<file path="src/rtl/stopwatch_lap_ctrl.sv">
// Stopwatch run/pause/clear/set controller with lap-snapshot FIFO (0-cycle enables, 1-cycle o_clr, lap visible 1 cycle after capture).
// Lap read is valid/ready; a lap pushed into a full FIFO is dropped, or overwrites the oldest entry when STOPWATCH_LAP_OVERWRITE_EN is defined.

module lap_fifo #(
  parameter int W     = 24,
  parameter int DEPTH = 8,
  localparam int AW    = $clog2(DEPTH),
  localparam int CNT_W = $clog2(DEPTH) + 1
) (
  input  logic             clk,
  input  logic             rst_n,
  input  logic             flush,
  input  logic             push,
  input  logic [W-1:0]     push_dat,
  input  logic             pop_rdy,
  output logic             pop_vld,
  output logic [W-1:0]     pop_dat,
  output logic [CNT_W-1:0] count,
  output logic             ovf
);
  logic [W-1:0]  mem [DEPTH];
  logic [AW-1:0] wr_ptr, rd_ptr;
  logic          full, do_pop, do_write, adv_rd;

  assign full    = (count == CNT_W'(DEPTH));
  assign pop_vld = (count != '0);
  assign pop_dat = mem[rd_ptr];
  assign do_pop  = pop_vld && pop_rdy;

  always_comb begin
    do_write = 1'b0;
    adv_rd   = 1'b0;
    if (!flush) begin
`ifdef STOPWATCH_LAP_OVERWRITE_EN
      // On full, the newest lap evicts the oldest by pushing the read pointer along.
      do_write = push;
      adv_rd   = do_pop || (push && full);
`else
      do_write = push && (!full || do_pop);
      adv_rd   = do_pop;
`endif
    end
  end

  always_ff @(posedge clk) begin
    if (do_write) mem[wr_ptr] <= push_dat;
  end

  always_ff @(posedge clk or negedge rst_n) begin
    if (!rst_n) begin
      wr_ptr <= '0;
      rd_ptr <= '0;
      count  <= '0;
      ovf    <= 1'b0;
    end else if (flush) begin
      wr_ptr <= '0;
      rd_ptr <= '0;
      count  <= '0;
      ovf    <= 1'b0;
    end else begin
      if (do_write) wr_ptr <= wr_ptr + 1'b1;
      if (adv_rd)   rd_ptr <= rd_ptr + 1'b1;
      count <= count + CNT_W'(do_write) - CNT_W'(adv_rd);
      if (push && full && !do_pop) ovf <= 1'b1;
    end
  end
endmodule

module stopwatch_lap_ctrl #(
  parameter int N_STAGES  = 4,
  parameter int TIME_W    = 24,
  parameter int LAP_DEPTH = 8,
  localparam int SEL_W = $clog2(N_STAGES),
  localparam int CNT_W = $clog2(LAP_DEPTH) + 1
) (
  input  logic                i_clk,
  input  logic                i_rstn,
  input  logic                i_tick,
  input  logic                i_start_stop,
  input  logic                i_lap,
  input  logic                i_clear,
  input  logic                i_set,
  input  logic                i_left,
  input  logic                i_right,
  input  logic                i_adj_up,
  input  logic                i_adj_down,
  input  logic [N_STAGES-1:0] i_carry,
  input  logic [TIME_W-1:0]   i_time,
  output logic [N_STAGES-1:0] o_up,
  output logic [N_STAGES-1:0] o_down,
  output logic                o_clr,
  output logic [1:0]          o_state,
  output logic [SEL_W-1:0]    o_sel,
  output logic                o_lap_valid,
  input  logic                i_lap_ready,
  output logic [TIME_W-1:0]   o_lap_data,
  output logic [CNT_W-1:0]    o_lap_count,
  output logic                o_lap_ovf
);
  typedef enum logic [1:0] {
    ST_IDLE  = 2'b00,
    ST_RUN   = 2'b01,
    ST_PAUSE = 2'b10,
    ST_SET   = 2'b11
  } state_t;

  state_t           state, state_nxt;
  logic [SEL_W-1:0] sel;
  logic             clear_acc, lap_push, clr_q;

  always_ff @(posedge i_clk or negedge i_rstn) begin
    if (!i_rstn) state <= ST_IDLE;
    else         state <= state_nxt;
  end

  always_comb begin
    state_nxt = state;
    clear_acc = 1'b0;
    o_up      = '0;
    o_down    = '0;
    if (i_set) begin
      state_nxt = ST_SET;
    end else begin
      unique case (state)
        ST_IDLE: begin
          clear_acc = i_clear;
          if (i_start_stop) state_nxt = ST_RUN;
        end
        ST_RUN: if (i_start_stop) state_nxt = ST_PAUSE;
        ST_PAUSE: begin
          clear_acc = i_clear;
          if (i_clear)           state_nxt = ST_IDLE;
          else if (i_start_stop) state_nxt = ST_RUN;
        end
        ST_SET: state_nxt = ST_PAUSE;
        default: state_nxt = ST_IDLE;
      endcase
    end

    if (state == ST_RUN) begin
      o_up = {i_carry[N_STAGES-2:0], i_tick};
    end else if (state == ST_SET && (i_adj_up != i_adj_down)) begin
      for (int k = 0; k < N_STAGES; k++) begin
        o_up[k]   = i_adj_up   && (sel == SEL_W'(k));
        o_down[k] = i_adj_down && (sel == SEL_W'(k));
      end
    end
  end

  // Left moves toward the most significant stage; both at once cancel.
  always_ff @(posedge i_clk or negedge i_rstn) begin
    if (!i_rstn) begin
      sel <= '0;
    end else if (state == ST_SET) begin
      if (i_left && !i_right)
        sel <= (sel == SEL_W'(N_STAGES - 1)) ? '0 : sel + 1'b1;
      else if (i_right && !i_left)
        sel <= (sel == '0) ? SEL_W'(N_STAGES - 1) : sel - 1'b1;
    end
  end

  always_ff @(posedge i_clk or negedge i_rstn) begin
    if (!i_rstn) clr_q <= 1'b0;
    else         clr_q <= clear_acc;
  end

  assign lap_push = i_lap && (state == ST_RUN);
  assign o_clr    = clr_q;
  assign o_state  = state;
  assign o_sel    = sel;

  lap_fifo #(
    .W     (TIME_W),
    .DEPTH (LAP_DEPTH)
  ) u_lap_fifo (
    .clk      (i_clk),
    .rst_n    (i_rstn),
    .flush    (clear_acc),
    .push     (lap_push),
    .push_dat (i_time),
    .pop_rdy  (i_lap_ready),
    .pop_vld  (o_lap_valid),
    .pop_dat  (o_lap_data),
    .count    (o_lap_count),
    .ovf      (o_lap_ovf)
  );
endmodule

</file>
<file path="config.mk">
export PLATFORM = sky130hd
export DESIGN_NAME = stopwatch_lap_ctrl
export DESIGN_NICKNAME = d
export VERILOG_FILES = /design/src/rtl/stopwatch_lap_ctrl.sv
export SDC_FILE = /design/constraint.sdc
export NUM_CORES = 1
export LEC_CHECK = 0
export ABC_AREA = 1
export CAP_MARGIN = 20
export CORE_MARGIN = 1.5
export CORE_UTILIZATION = 35
export CTS_BUF_LIST = sky130_fd_sc_hd__clkbuf_4 sky130_fd_sc_hd__clkbuf_8
export CTS_CLUSTER_SIZE = 30
export DETAILED_ROUTE_END_ITERATION = 7
export GPL_TIMING_DRIVEN = 0
export PLACE_DENSITY = 0.5
export SYNTH_ARGS = -nofsm -noshare
export SYNTH_HDL_FRONTEND = slang
export SYNTH_SLANG_ARGS = --single-unit
export TNS_END_PERCENT = 1
</file>
<file path="constraint.sdc">
create_clock -name i_clk -period 7.7 [get_ports i_clk]
set_clock_uncertainty 0.15 [all_clocks]
set_input_delay 1.925 -clock i_clk [delete_from_list [all_inputs] [get_ports i_clk]]
set_output_delay 1.925 -clock i_clk [all_outputs]
set_load 0.01 [all_outputs]
</file>
# Word level (Yosys, flattened, before mapping)
# Memory sizes are Yosys's and may differ from the RTL's.
# Index checks and enable logic that the tools add are counted.
classes:
  add_sub_neg: 6
  muxes: 26
  reduce_logical: 30
  n_eq_ne: 9
op_table:
  columns: ["operator", "count"]
  rows:
  - ["two-way mux 4 bit", 5]
  - ["logical AND 1 bit", 16]
  - ["two-way mux 2 bit", 8]
  - ["two-way mux 3 bit", 4]
  - ["equality test 2 bit (second input constant)", 4]
  - ["two-way mux 1 bit", 8]
  - ["case mux 2 bit (4 select lines)", 1]
  - ["nonzero test 2 bit", 4]
  - ["adder 3 x 1 -> 3 bit (second input constant)", 2]
  - ["adder 4 x 1 -> 4 bit", 1]
  - ["equality test 2 x 1 -> 1 bit (second input constant)", 2]
  - ["equality test 4 bit (second input constant)", 1]
  - ["logical NOT 1 bit", 4]
  - ["logical NOT 2 bit", 2]
  - ["nonzero test 4 bit", 1]
  - ["subtractor 4 x 1 -> 4 bit", 1]
  - ["!= test 3 bit (second input constant)", 1]
  - ["adder 2 x 1 -> 2 bit (second input constant)", 1]
  - ["AND reduction 2 bit", 1]
  - ["OR reduction 2 bit", 1]
  - ["subtractor 2 x 1 -> 2 bit (second input constant)", 1]
  - ["logical OR 1 bit", 1]
  - ["!= test 1 bit", 1]
totals:
  mem_bits_rw: 192
  mem_count: 1
  word_cells: 79
  ff_bits: 16
  out_inout_bits: 43
mem_list:
  columns: ["memory", "words", "word_bits", "rd", "rd_clocked_by_memory_dff", "write_ports", "line", "rtl"]
  rows:
  - ["u_lap_fifo.mem", 8, 24, 1, 0, 1, "21", "logic [W-1:0] mem [DEPTH];"]

# Logic depth before layout (Yosys ltp)
# Gate-level depths: netlist of the first run.
depth:
  ltp_word: 8
  depth_mapped: 13

# By module
# From an unflattened synthesis of the first run, not the netlist that was laid out.
unflattened:
  hier_cells: 751
  hier_area_um2: 8725.9
by_module_without_submodules:
  columns: ["module", "area_per_inst_um2", "instances", "cells_per_inst"]
  rows:
  - ["lap_fifo", 8264.2, 1, 682]
  - ["stopwatch_lap_ctrl", 461.7, 1, 69]

# Worst setup path after synthesis of the first run
# No wires, ideal clock.
synth_path:
  kind: "input -> register"
  from: "input port i_lap"
  to: "memory u_lap_fifo.mem[4][0], enable pin"
  arrival_ps: 4038
  path_slack_ps: 3077
  t_required_ps: 7115
  setup_ps: 435
  cell_stages: 5
  path_buffers: 1
  path_cell_list: "inv_1 -> nor2_1 -> nand2_1 -> buf_4 -> nor3_1"
synth_via:
  elab_chain_cells: 5
synth_rtl:
  columns: ["item", "line", "rtl"]
  rows:
  - ["start, declared", "80", "input logic i_lap,"]
  - ["logical AND 1 bit", "167", "assign lap_push = i_lap && (state == ST_RUN);"]
  - ["logical AND 1 bit", "39", "do_write = push && (!full || do_pop);"]
  - ["two-way mux 1 bit", "33", "if (!flush) begin"]
  - ["two-way mux 1 bit", "46", "if (do_write) mem[wr_ptr] <= push_dat;"]
  - ["two-way mux 1 bit (not written as such)", "46", null]
  - ["end, declared", "21", null]
# No other way between the ends.

# Final worst setup path of the first run
layout_path:
  from: "input port i_adj_up"
  to: "output port o_up[0]"
layout_via:
  elab_chain_cells: 4
  word_cells_on_any_way: 5
layout_rtl:
  columns: ["item", "line", "rtl"]
  rows:
  - ["start, declared", "85", "input logic i_adj_up,"]
  - ["!= test 1 bit", "142", "end else if (state == ST_SET && (i_adj_up != i_adj_down)) begin"]
  - ["logical AND 1 bit", "142", null]
  - ["two-way mux 4 bit (*)", "142", null]
  - ["two-way mux 4 bit (*)", "140", "if (state == ST_RUN) begin"]
  - ["end, declared", "89", "output logic [N_STAGES-1:0] o_up,"]
# Every way passes the cells marked *; elsewhere a longest branch is shown, timed or not.

==> results of run 1 <==
[where the power goes]
part	leakage (nW)	internal, W	total [W]	switching, W
Sequential	1.92	0.00128	0.00132	0.0000359
Combinational	1.61	0.000582	0.00144	0.000860
Clock	0.361	0.000527	0.000953	0.000426
Total	3.89	0.00239	0.00371	0.00132
[per-layer routing]
layer / vias up / wire length (um)
met1: 2829 / 9695
met4: 0 / 323
li1: 2825 / -
met2: 149 / 10800
met3: 23 / 1101
met5: - / 0
[how the worst max path moves through the flow]
stage	slack [ns]	startpoint	to
floorplan	3.08	i_lap	u_lap_fifo.mem[4][0]
global placement	0.84	i_lap	u_lap_fifo.mem[5][10]
detailed placement	2.22	i_adj_up	o_up[0]
CTS	2.23	i_adj_up	o_up[0]
global route	2.13	i_adj_up	o_up[0]
finish	2.23	i_adj_up	o_up[0]
[stage by stage]
stage          utilization [%]  area, sq um  power (W)
2_1_floorplan                -         8626   0.002148
3_3_place_gp             40.59         9842   0.002769
3_5_place_dp             41.59        10080   0.002799
4_1_cts                  44.38        10760   0.003765
5_1_grt                  44.38        10760   0.003951
6_report                 44.38        10760   0.003711
[synth_stat cells]
cell      count
dfrtp_1      16
o211ai_1      2
a21oi_1       5
buf_4         2
nor3_1        8
nand4_1       1
nor2_1      159
buf_2        12
ha_1         13
buf_6         8
a21boi_1      1
xor2_1        2
clkbuf_4      1
nor3b_2       1
nand3_2       1
and2_1        1
fa_1          1
clkbuf_2      1
o21ai_1      84
o21ai_0      69
edfxtp_1    192
nand2_2       2
clkinv_1      1
xnor2_1       1
nand2_1     100
inv_1        26
nand3_1       8
clkbuf_1     14
inv_4         1
[critical path: cells and delay by family]
kind / cells / cell delay, ns
and+or+nand+nor: 1 / 0.11
AOI/OAI and AO/OA: 2 / 0.36
buffers and inverters: 2 / 1.00
[cells by family after synthesis]
logic type / Yosys count
flip-flops: 208
XOR/XNOR: 3
adder cells (fa/ha/maj): 14
AND/OR/NAND/NOR: 281
AO/OA/AOI/OAI: 161
buffers and inverters: 66
[flip-flops by register name, indices dropped and copies added, names as in the netlist]
signal and count:
o_state 2, u_lap_fifo.wr_ptr 3, u_lap_fifo.ovf 1, o_clr 1, o_sel 2, u_lap_fifo.rd_ptr 3
u_lap_fifo.mem 192, u_lap_fifo.count 4
[layout make-up]
cell class	instances	area [sq um]	share of cell area, %
Sequential cell	208	6166	57.30
Multi-Input combinational cell	459	2162	20.09
Timing Repair Buffer	98	1013	9.417
Clock buffer	53	635.6	5.906
Tap cell	324	405.4	3.767
Buffer	38	230.2	2.139
Inverter	28	107.6	0.9999
Clock inverter	8	41.29	0.3837
==> results.yml, run 1 <==
grt:
  grt_pass1_wl_um: 33930
  grt_remaining_overflow: 0
  antenna_found_initial: 0
  grt.met1_usage_pct: 22.23
  grt_start_max_net_pins: 17
  met2_usage_pct: 30.10
  grt_pass1_vias: 5988
  grt_use_met3_pct: 3.481
  grt_usage_pct: 17.47
  grt-busiest-layer: "met2"
power:
  powerDensity_mw_per_mm2: 344.8
  ir_worst_vdd_v: 0.0001219
  power.leakage_nw: 3.893
clock_tree:
  clock_path_buffers: 3
  cts_htree_levels: 2
  cts_resized: 0
  clkSinkCount: 208
  tritoncts: "done"
  clk_pin_slew_ns: 0.05
  cts_buffers: 36
  clk_latency_ns: 0.52
  cts_setup_buffers: 0
  clockRootBuffer: "clkbuf_8"
  ctsHoldBuffers: 0
detailed_routing:
  ant_nets: 0
  vias: 5826
  drtIter0Drc: 410
  avgViaCountPerCell: 4.791
  dr.pass1.iters: 4
  wl_per_cell_um: 18.02
  route.detailed.drc: 0
  drt-total-wl_um: 21920
synthesis:
  synthXorXnorAreaFrac_pct: 0.3046
  seq_area_frac_synth_pct: 71.48
  synth.top_cell.area_share_pct: 66.84
  synth.distinct_cells: 29
  ys_top_cells_by_area: "edfxtp_1 (67%), nor2_1 (6.9%), o21ai_1 (4.9%), dfrtp_1 (4.6%), nand2_1 (4.4%)"
  synth_top_family_by_area: "simple AND/OR/NAND/NOR gates"
  ys_warn_count: 0
  synth_fa_ha_area_share_pct: 2.118
  yosys.area_share.simple_pct: 12.75
  ys_ff_latch: 208
  synth_top_cell_by_area: "edfxtp_1"
  synth_mux_area_share_pct: 0
  syn_nets: 787
  synth_cells: 733
  synth_compound_gate_area_share_pct: 9.428
  synth.avg_cell_area_sq_um: 11.77
  synth.cell_area_sq_mm: 0.008626
finish:
  layout_commonest_cell: "edfxtp_1"
  fillers: 2297
  nets: 923
  drive_gt1_share_pct: 12.44
  area_growth_pct: 24.76
  n_antenna_cell: 0
  instances_no_fill: 1216
  final_cell_mix: "edfxtp_1 (192), nor2_1 (159), nand2_1 (100)"
timing:
  relSlewSlack_pct: 40.65
  drv_slew: 0
  hold_slack_ns: 0.3852
  period_needed_ns: 5.474
  finalCritPeriodShare_pct: 71.09
  tns_ns: 0
  tightest_slew_ns: 0.8854
  fmax_mhz: 182.7
  setup_ws_ns: 2.226
  rsz0062_at_grt: "no"
  hold_violations: 0
  finalSetupViolations: 0
place:
  pre_cts_slack_ns: 2.219
  placedCellCount: 1155
  dpl.hpwl_um: 14580
  gp_congestion: 0.7880
  portBuffers: 81
job:
  maxCapViolCount: 0
setup_path:
  r2r_slack_ns: 4.86
  critPathCaptureType: "primary output"
  crit_path_cell_trace: "clkdlybuf4s50_1 > a21oi_1 > nand2_1 > o21ai_0 > clkdlybuf4s50_1"
  path_common_cell: "clkdlybuf4s50_1"
  worstReg2RegEnd: "u_lap_fifo.mem[3][13]"
  worstPathArrival_ns: 3.40
  cp.required_ns: 5.62
  rr_startpoint: "u_lap_fifo.count[2]"
  cpPeakStageDelay_ns: 0.58
  path_class: "in -> out"
  reg2reg_depth: 10
  crit_path_start_kind: "input pin"
  slowest_stage: "clkdlybuf4s50_1"
  cp_max_fo: 4
floorplanning:
  die_w_um: 160.0
  placementRows: 57
  core_area_sq_mm: 0.02425
  die-area_sq_mm: 0.02560
  start_util_pct: 35.57
  die_h_um: 160.0
  ioPinCount: 83
min_path:
  hold_path_depth: 2
  min_path_type: "reg -> reg"
  worstHoldStart: "u_lap_fifo.ovf"
  holdPathEnd: "u_lap_fifo.ovf"
outcome:
  status: "finished clean"
(Power assumes the default switching activity.)
==> inputs of run 2 (changes only) <==
==> constraint.sdc (replaced) <==
create_clock -name i_clk -period 5.7 [get_ports i_clk]
set_clock_uncertainty 0.15 [all_clocks]
set_input_delay 1.425 -clock i_clk [delete_from_list [all_inputs] [get_ports i_clk]]
set_output_delay 1.425 -clock i_clk [all_outputs]
set_load 0.01 [all_outputs]
==> results of run 2 <==
Same layout as run 1 (identical final DEF). Status: finished clean.
Main changes from that run: setup slack after placement 2.219 ns -> 1.219 ns; setup slack after layout 2.226 ns -> 1.226 ns; register-to-register setup slack 4.86 ns -> 2.86 ns; total power 0.003711 W -> 0.005013 W; worst IR drop on VDD 0.0001219 V -> 0.0001647 V
==> inputs of run 3 (changes only) <==
--- a/config.mk
+++ b/config.mk
@@ -13,7 +13,7 @@
 export CTS_CLUSTER_SIZE = 30
 export DETAILED_ROUTE_END_ITERATION = 7
 export GPL_TIMING_DRIVEN = 0
-export PLACE_DENSITY = 0.5
+export PLACE_DENSITY = 0.52
 export SYNTH_ARGS = -nofsm -noshare
 export SYNTH_HDL_FRONTEND = slang
 export SYNTH_SLANG_ARGS = --single-unit
==> constraint.sdc (replaced) <==
create_clock -name i_clk -period 4.1 [get_ports i_clk]
set_clock_uncertainty 0.15 [all_clocks]
set_input_delay 1.025 -clock i_clk [delete_from_list [all_inputs] [get_ports i_clk]]
set_output_delay 1.025 -clock i_clk [all_outputs]
set_load 0.01 [all_outputs]
==> run 3 against run 2 <==
- final area decreased by 0.13%
- clock power grew 39%
- via count fell by 1.3%
- global-route usage decreased by 0.50 points
- critical path depth up 3
- first-iteration DRC count decreased by 4.1%
- cell count shrank 0.33%
- hold slack better by 0.00051 ns
- setup slack worse by 0.93 ns
- sequential power increased by 39%
==> results.yml, run 3 (same netlist as run 1, synthesis figures left out) <==
outcome:
  status: "finished clean"
clock_tree:
  tritoncts: "done"
  cts_htree_levels: 2
  cts_buffers: 36
  clkSinkCount: 208
  ctsHoldBuffers: 0
  clk_pin_slew_ns: 0.06
  clockRootBuffer: "clkbuf_8"
  clock_path_buffers: 3
  cts_setup_buffers: 0
  clk_latency_ns: 0.52
  cts_resized: 0
finish:
  finalInstanceArea_sq_mm: 0.01075
  nets: 922
  drive_gt1_share_pct: 11.94
  n_antenna_cell: 0
  final_cell_mix: "edfxtp_1 (192), nor2_1 (159), nand2_1 (100)"
  reg.largest.list: "u_lap_fifo.mem (192), u_lap_fifo.count (4)"
  area_growth_pct: 24.60
  top_register: "u_lap_fifo.mem"
  fillers: 2338
  instances_no_fill: 1212
  finish.utilization_pct: 44.32
  layout_commonest_cell: "edfxtp_1"
  largest_reg_flops: 192
grt:
  grt_usage_pct: 16.97
  grt_pass1_vias: 5848
  grt_pass1_wl_um: 32860
  grt_start_max_net_pins: 17
  antenna_found_initial: 0
  grt_remaining_overflow: 0
timing:
  drv_slew: 0
  hold_violations: 0
  finalSetupViolations: 0
  finalCritPeriodShare_pct: 92.72
  rsz0062_at_grt: "no"
  period_needed_ns: 3.801
  tightest_slew_ns: 1.013
  fmax_mhz: 263.1
  relSlewSlack_pct: 32.11
  setup_ws_ns: 0.2985
detailed_routing:
  vias: 5750
  drtIter0Drc: 393
  avgViaCountPerCell: 4.744
  route.detailed.drc: 0
  dr.pass1.iters: 5
  wl_per_cell_um: 17.58
  ant_nets: 0
  drt-total-wl_um: 21310
power:
  power.leakage_nw: 3.875
  powerDensity_mw_per_mm2: 645.8
  total_power_w: 0.006940
  ir_worst_vdd_v: 0.0002327
setup_path:
  worstPathArrival_ns: 2.63
  cp_max_fo: 10
  path_class: "reg -> out"
  crit_path_start_kind: "flip-flop"
  critPathCaptureType: "primary output"
  cp.required_ns: 2.92
floorplanning:
  die-area_sq_mm: 0.02560
  core_area_sq_mm: 0.02425
  placementRows: 57
  start_util_pct: 35.57
  ioPinCount: 83
  die_h_um: 160.0
  die_w_um: 160.0
place:
  pre_cts_slack_ns: 0.4151
  gp_congestion: 0.7311
  dpl.hpwl_um: 14160
  placedCellCount: 1154
  portBuffers: 81
  place_area_sq_mm: 0.01008
job:
  maxCapViolCount: 0
min_path:
  min_path_type: "reg -> reg"
[run 3: cell types whose count changed in the layout (fill, tap and decap cells not counted), sizes merged]
cell / previous run / this run
bufinv: 0 / 1
inv: 28 / 27
clkinv: 7 / 10
clkbuf: 69 / 62
clkinvlp: 1 / 2
buf: 39 / 38
[run 3: area by class of cell]
type	count	area (sq um)	share of cell area, %
plain buffers	38	230.2	2.142
clock buffers	46	583.1	5.425
clock inverters	12	83.83	0.7800
inverters	28	107.6	1.001
multi-input cells	459	2162	20.12
flip-flops and latches	208	6166	57.37
well taps	324	405.4	3.772
repair buffers	97	1010	9.395
[run 3: worst max-delay path, stage by stage, from the launching register on]
cell and delay (ns):
dfrtp_1 0.40, buf_6 0.15, inv_4 0.08, clkbuf_1 0.48, o21ai_1 0.17, o21ai_1 0.11, nand2_1 0.06, nand2_1 0.10
clkdlybuf4s50_1 0.55
[run 3: power breakdown]
group	internal, W	switching [W]
clock network	0.000986	0.000808
registers	0.00240	0.0000661
logic	0.00109	0.00158
total	0.00448	0.00246
[run 3: per-stage QoR]
step	TNS, ns	hold WS [ns]
after global placement	-337.16	0.3785
after floorplan	0	0.3849
after detailed placement	0	0.3792
after global routing	0	0.4018
final	0	0.3857
after CTS	0	0.3879
[run 3: final timing paths]
kind | to | start | cells past startpoint | slack [ns]
max | o_lap_data[23] | u_lap_fifo.rd_ptr[0] | 8 | 0.30
min | u_lap_fifo.ovf | u_lap_fifo.ovf | 2 | 0.39
max reg2reg | u_lap_fifo.mem[5][11] | u_lap_fifo.count[2] | 10 | 1.37
min reg2reg | u_lap_fifo.ovf | u_lap_fifo.ovf | 2 | 0.39
max in group asynchronous | u_lap_fifo.count[3] | i_rstn | 1 | 2.46
min in group asynchronous | o_clr | i_rstn | 1 | 0.82
[run 3: metal layers]
layer | up-vias | routed length, um | track usage (%)
li1 | 2816 | - | -
met1 | 2768 | 9547 | 21.84
met2 | 130 | 10320 | 28.85
met3 | 36 | 991 | 3.065
met4 | 0 | 451 | 5.862
met5 | - | 0 | 0
==> RTL edit 1: new RTL, config.mk and constraints of run 3 <==
Set the parameter `N_STAGES` to 2 (it was 4).
--- a/src/rtl/stopwatch_lap_ctrl.sv
+++ b/src/rtl/stopwatch_lap_ctrl.sv
@@ -69,3 +69,3 @@
 module stopwatch_lap_ctrl #(
-  parameter int N_STAGES  = 4,
+  parameter int N_STAGES  = 2,
   parameter int TIME_W    = 24,
Interface: changed (resized i_carry, o_down, o_sel and o_up); port bits go from 83 to 76. The function was not compared with the original's and may differ.
==> RTL edit 1 against run 3 <==
- hold slack worse by 0.013 ns
- synthesized area down 1.6%
- clock power down 3%
- routed wire length down 2.1%
- design area down 2.0%
- sequential cell count down 1
- critical path depth down 1
- non-clock buffer count down 7
- total power down 2.3%
- worst setup slack worse by 0.074 ns
==> RTL edit 1: results (changes against run 3) <==
run status finished, final reports clean (unchanged); Total Power 6.777 mW (was 6.940 mW); proportion of cell area occupied by registers 0.5830 (was 0.5737); share of the synthesized netlist area taken by xor and xnor gates 0.003096 (was 0.003046); clock distribution area overhead in the final layout 0.06225 (was 0.06205); Sink Count 207 (was 208); Clock Buffer Count 49 (was 46); number of buffers created by CTS 35 (was 36); layout-stage area growth over the synthesis result 24.10% (was 24.60%); Cell Count Post-Placement 1,122 (was 1,154); non-clock buffer contribution to total cell area 0.1121 (was 0.1154); crit path DAT 2.70 ns (was 2.63 ns); adder and majority cell fraction of the synthesized area 0.01563 (was 0.02118); Leak 3.788 nW (was 3.875 nW); register area share after synthesis 0.7236 (was 0.7148); worst slew pin tran 0.9491 ns (was 1.013 ns); count of non-CTS buffers in the layout 128 (was 135); routed wirelength normalized by instance count 17.63 um (was 17.58 um); internal cell power 4.382 mW (was 4.483 mW); relative contribution of the clock network to total power 0.255 (was 0.258); Net count, final 888 (was 922); largest net degree at the start of global routing 16 (was 17); flop2flop setup slack 1.31 ns (was 1.37 ns); GRT Total Usage 0.1674 (was 0.1697); number of vias per cell after detailed routing 4.799 (was 4.744); Flop pwr share 0.362 (was 0.356); most instantiated cells after synthesis sky130_fd_sc_hd__edfxtp_1, sky130_fd_sc_hd__nor2_1, sky130_fd_sc_hd__nand2_1 (unchanged); multi-input logic portion of the cell area 0.1955 (was 0.2012); core occupancy in the finished layout 0.4461 (was 0.4432); drt initial violations 343 (was 393); multi-input combinational cell count 443 (was 459); endpoint of the worst register-to-register path u_lap_fifo.mem[5][14] (was u_lap_fifo.mem[5][11]); post-detailed-placement half-perimeter wirelength 13.93 mm (was 14.16 mm); registers with the most flip-flops u_lap_fifo.mem: 192 flops, u_lap_fifo.count: 4 flops (unchanged); number of distinct library cells after synthesis 29 (unchanged); post-route insts no fill 1,184 (was 1,212); async set-or-reset flop fraction in the synthesized netlist 0.07246 (was 0.07692); first-pass GRT wire length 32.37 mm (was 32.86 mm); share of post-route cells with drive strength above 1 0.1249 (was 0.1194); Post-Place Setup Slack 0.4319 ns (was 0.4151 ns); most area-consuming cells after synthesis sky130_fd_sc_hd__edfxtp_1, sky130_fd_sc_hd__nor2_1, sky130_fd_sc_hd__o21ai_1, sky130_fd_sc_hd__dfrtp_1, sky130_fd_sc_hd__nand2_1 (unchanged); launch point of the worst path u_lap_fifo.rd_ptr[1] (was u_lap_fifo.rd_ptr[0]); worst supply voltage drop on vdd 254.5 uV (was 232.7 uV); Syn Area/Cell 11.90 sq um (was 11.77 sq um); last element of the critical path o_lap_data[19] (was o_lap_data[23]); Port Buffers 74 (was 81); syn nets 761 (was 787); via count of the first global-routing pass 5,813 (was 5,848); area fraction in compound gates after synthesis 0.09199 (was 0.09428); total placed instance area 0.009877 sq mm (was 0.01008 sq mm); Power Density 643.5 mW/mm^2 (was 645.8 mW/mm^2); top achievable clock speed 258.0 MHz (was 263.1 MHz); layout inverter count without the clock tree 25 (was 28); placer's final routability congestion estimate 0.7502 (was 0.7311)
RTL edit 1: cell types whose count changed in the layout (fill, tap and decap cells not counted), sizes merged, moves of 3 or more:
cell           before  now
ha                 13    9
o21ai             153  149
nand2             102   99
clkbuf             62   65
nor2              159  154
clkdlybuf4s50      81   74
RTL edit 1: per-layer routing:
metal,global-route usage,wire (um),share of wire
met5,0,0,0
met2,0.2897,10200,0.49
met3,0.03318,1159,0.056
met4,0.05671,336,0.016
met1,0.2088,9175,0.44
RTL edit 1: logic make-up after synthesis:
group | Yosys count
AOI/OAI and AO/OA | 155
xor gates and xnor gates | 3
adders and majority gates | 10
buffers and inverters | 63
DFF | 207
and+or+nand+nor | 275
RTL edit 1: through the flow:
step	hold slack (ns)	TNS [ns]
CTS	0.3777	0
global placement	0.3683	-329.42
detailed placement	0.3687	0
floorplan	0.3849	0
finish	0.3725	0
global route	0.3926	0
==> RTL edit 2: new RTL, config.mk and constraints of run 3 <==
Made on the original files. Put a register stage on the output `o_lap_ovf`. The value now appears one clock later. The other outputs are not delayed to match.
--- a/src/rtl/stopwatch_lap_ctrl.sv
+++ b/src/rtl/stopwatch_lap_ctrl.sv
@@ -106,2 +106,4 @@
 
+  logic o_lap_ovf_d;
+
   state_t           state, state_nxt;
@@ -184,4 +186,8 @@
     .count    (o_lap_count),
-    .ovf      (o_lap_ovf)
+    .ovf      (o_lap_ovf_d)
   );
+  always_ff @(posedge i_clk) begin
+    o_lap_ovf <= o_lap_ovf_d;
+  end
+
 endmodule
Behaviour: same outputs for any inputs over 4 cycles, from zero or initial values and one cycle with i_rstn low; that may be too few to reach the edited logic, so the function may still have changed.
==> RTL edit 2 against run 3 <==
- total power up 0.85%
- die area rose by 0.23%
- non-clock buffer count is 1 higher
- register-to-register slack better by 0.03 ns
- sequential cell count grew 1
- design area increased by 0.48%
- routed wire length down 0.69%
- largest cell class unchanged
- utilization increased by 0.21 points
- final cell count grew 0.66%
- synthesized area increased by 0.23%
- combinational power barely moved
- worst setup slack got worse by 0.098 ns
==> RTL edit 2: results (changes against run 3) <==
Leak 3.903 nW (was 3.875 nW); initial antenna violation count 0 (unchanged); final period utilization 0.9511 (was 0.9272); GRT Total Usage 0.1690 (was 0.1697); combinational group share of total power 0.385 (was 0.386); async set-or-reset flop fraction in the synthesized netlist 0.07656 (was 0.07692); routed wire length 21.16 mm (was 21.31 mm); DR WL met3 1.106 mm (was 991 um); first-pass GRT wire length 32.60 mm (was 32.86 mm); last element of the critical path o_lap_data[23] (unchanged); Final setup viols 0 (unchanged); number of standard cells after synthesis 734 (was 733); R2R cell count 10 (unchanged); met2 Use GR 0.2872 (was 0.2885); tightest slew margin relative to the limit 0.4289 (was 0.3211); registers with the most flip-flops u_lap_fifo.mem: 192 flops, u_lap_fifo.count: 4 flops (unchanged); share of the synthesized netlist area taken by xor and xnor gates 0.003039 (was 0.003046); Worst path max stage delay 0.55 ns (about the same); number of diodes added for antenna fixing 0 (unchanged); internal cell power 4.525 mW (was 4.483 mW); area fraction in compound gates after synthesis 0.09407 (was 0.09428); Hold Path Origin u_lap_fifo.ovf (unchanged); endpoint of the worst register-to-register path u_lap_fifo.mem[7][13] (was u_lap_fifo.mem[5][11]); run status finished, final reports clean (unchanged); Net count, final 924 (was 922); register area share after synthesis 0.7155 (was 0.7148); via count of the first global-routing pass 5,769 (was 5,848); met3 track demand over resource 0.03273 (was 0.03065); worst supply voltage drop on vdd 244.4 uV (was 232.7 uV); total placed instance area 0.01010 sq mm (was 0.01008 sq mm); routed length on met2 10.15 mm (was 10.32 mm); post-detailed-placement half-perimeter wirelength 14.09 mm (was 14.16 mm); met1 Resource Use GR 0.2170 (was 0.2184); syn nets 788 (was 787); hold worst-path end o_lap_ovf (was u_lap_fifo.ovf); worst slack on hold paths 0.2242 ns (was 0.3857 ns); Cell Count Post-Placement 1,156 (was 1,154); Power Density 648.2 mW/mm^2 (was 645.8 mW/mm^2); flop2flop setup slack 1.40 ns (was 1.37 ns); sum of routed wire segments on met1 9.416 mm (was 9.547 mm); number of post-CTS setup repair buffers 0 (unchanged); vias 5,704 (was 5,750); adder and majority cell fraction of the synthesized area 0.02113 (was 0.02118); drt initial violations 336 (was 393); number of distinct library cells after synthesis 30 (was 29); cell with the largest stage delay on the worst path sky130_fd_sc_hd__clkbuf_1 (was sky130_fd_sc_hd__clkdlybuf4s50_1); placer's final routability congestion estimate 0.7259 (was 0.7311); Hold Path Cell Cnt 0 (was 2); most area-consuming cells after synthesis sky130_fd_sc_hd__edfxtp_1, sky130_fd_sc_hd__nor2_1, sky130_fd_sc_hd__o21ai_1, sky130_fd_sc_hd__dfrtp_1, sky130_fd_sc_hd__nand2_1 (unchanged); Post-Place Setup Slack 0.4543 ns (was 0.4151 ns); share of post-route cells with drive strength above 1 0.1239 (was 0.1194); number of vias per cell after detailed routing 4.675 (was 4.744)
RTL edit 2: changes by cell type after synthesis, sizes merged:
| cell | change |
|---|---|
| dfxtp | +1 |
RTL edit 2: cell type report:
class | instances | area [sq um]
clock buffer | 55 | 656.9
clock inverter | 9 | 41.29
fill | 2286 | 13450
buffer | 38 | 230.2
timing repair buffer | 98 | 1010
multi-input combinational | 459 | 2162
tap | 324 | 405.4
inverter | 28 | 107.6
sequential | 209 | 6186
RTL edit 2: worst register-to-register path: stages (launching register included):
cell,delay (ns)
sky130_fd_sc_hd__dfrtp_1,0.34
sky130_fd_sc_hd__inv_1,0.07
sky130_fd_sc_hd__ha_1,0.21
sky130_fd_sc_hd__nand2_2,0.10
sky130_fd_sc_hd__nand2_2,0.11
sky130_fd_sc_hd__nand2_1,0.09
sky130_fd_sc_hd__nand2_1,0.07
sky130_fd_sc_hd__buf_4,0.19
sky130_fd_sc_hd__nor3_2,0.58
sky130_fd_sc_hd__buf_6,0.26
sky130_fd_sc_hd__buf_4,0.24
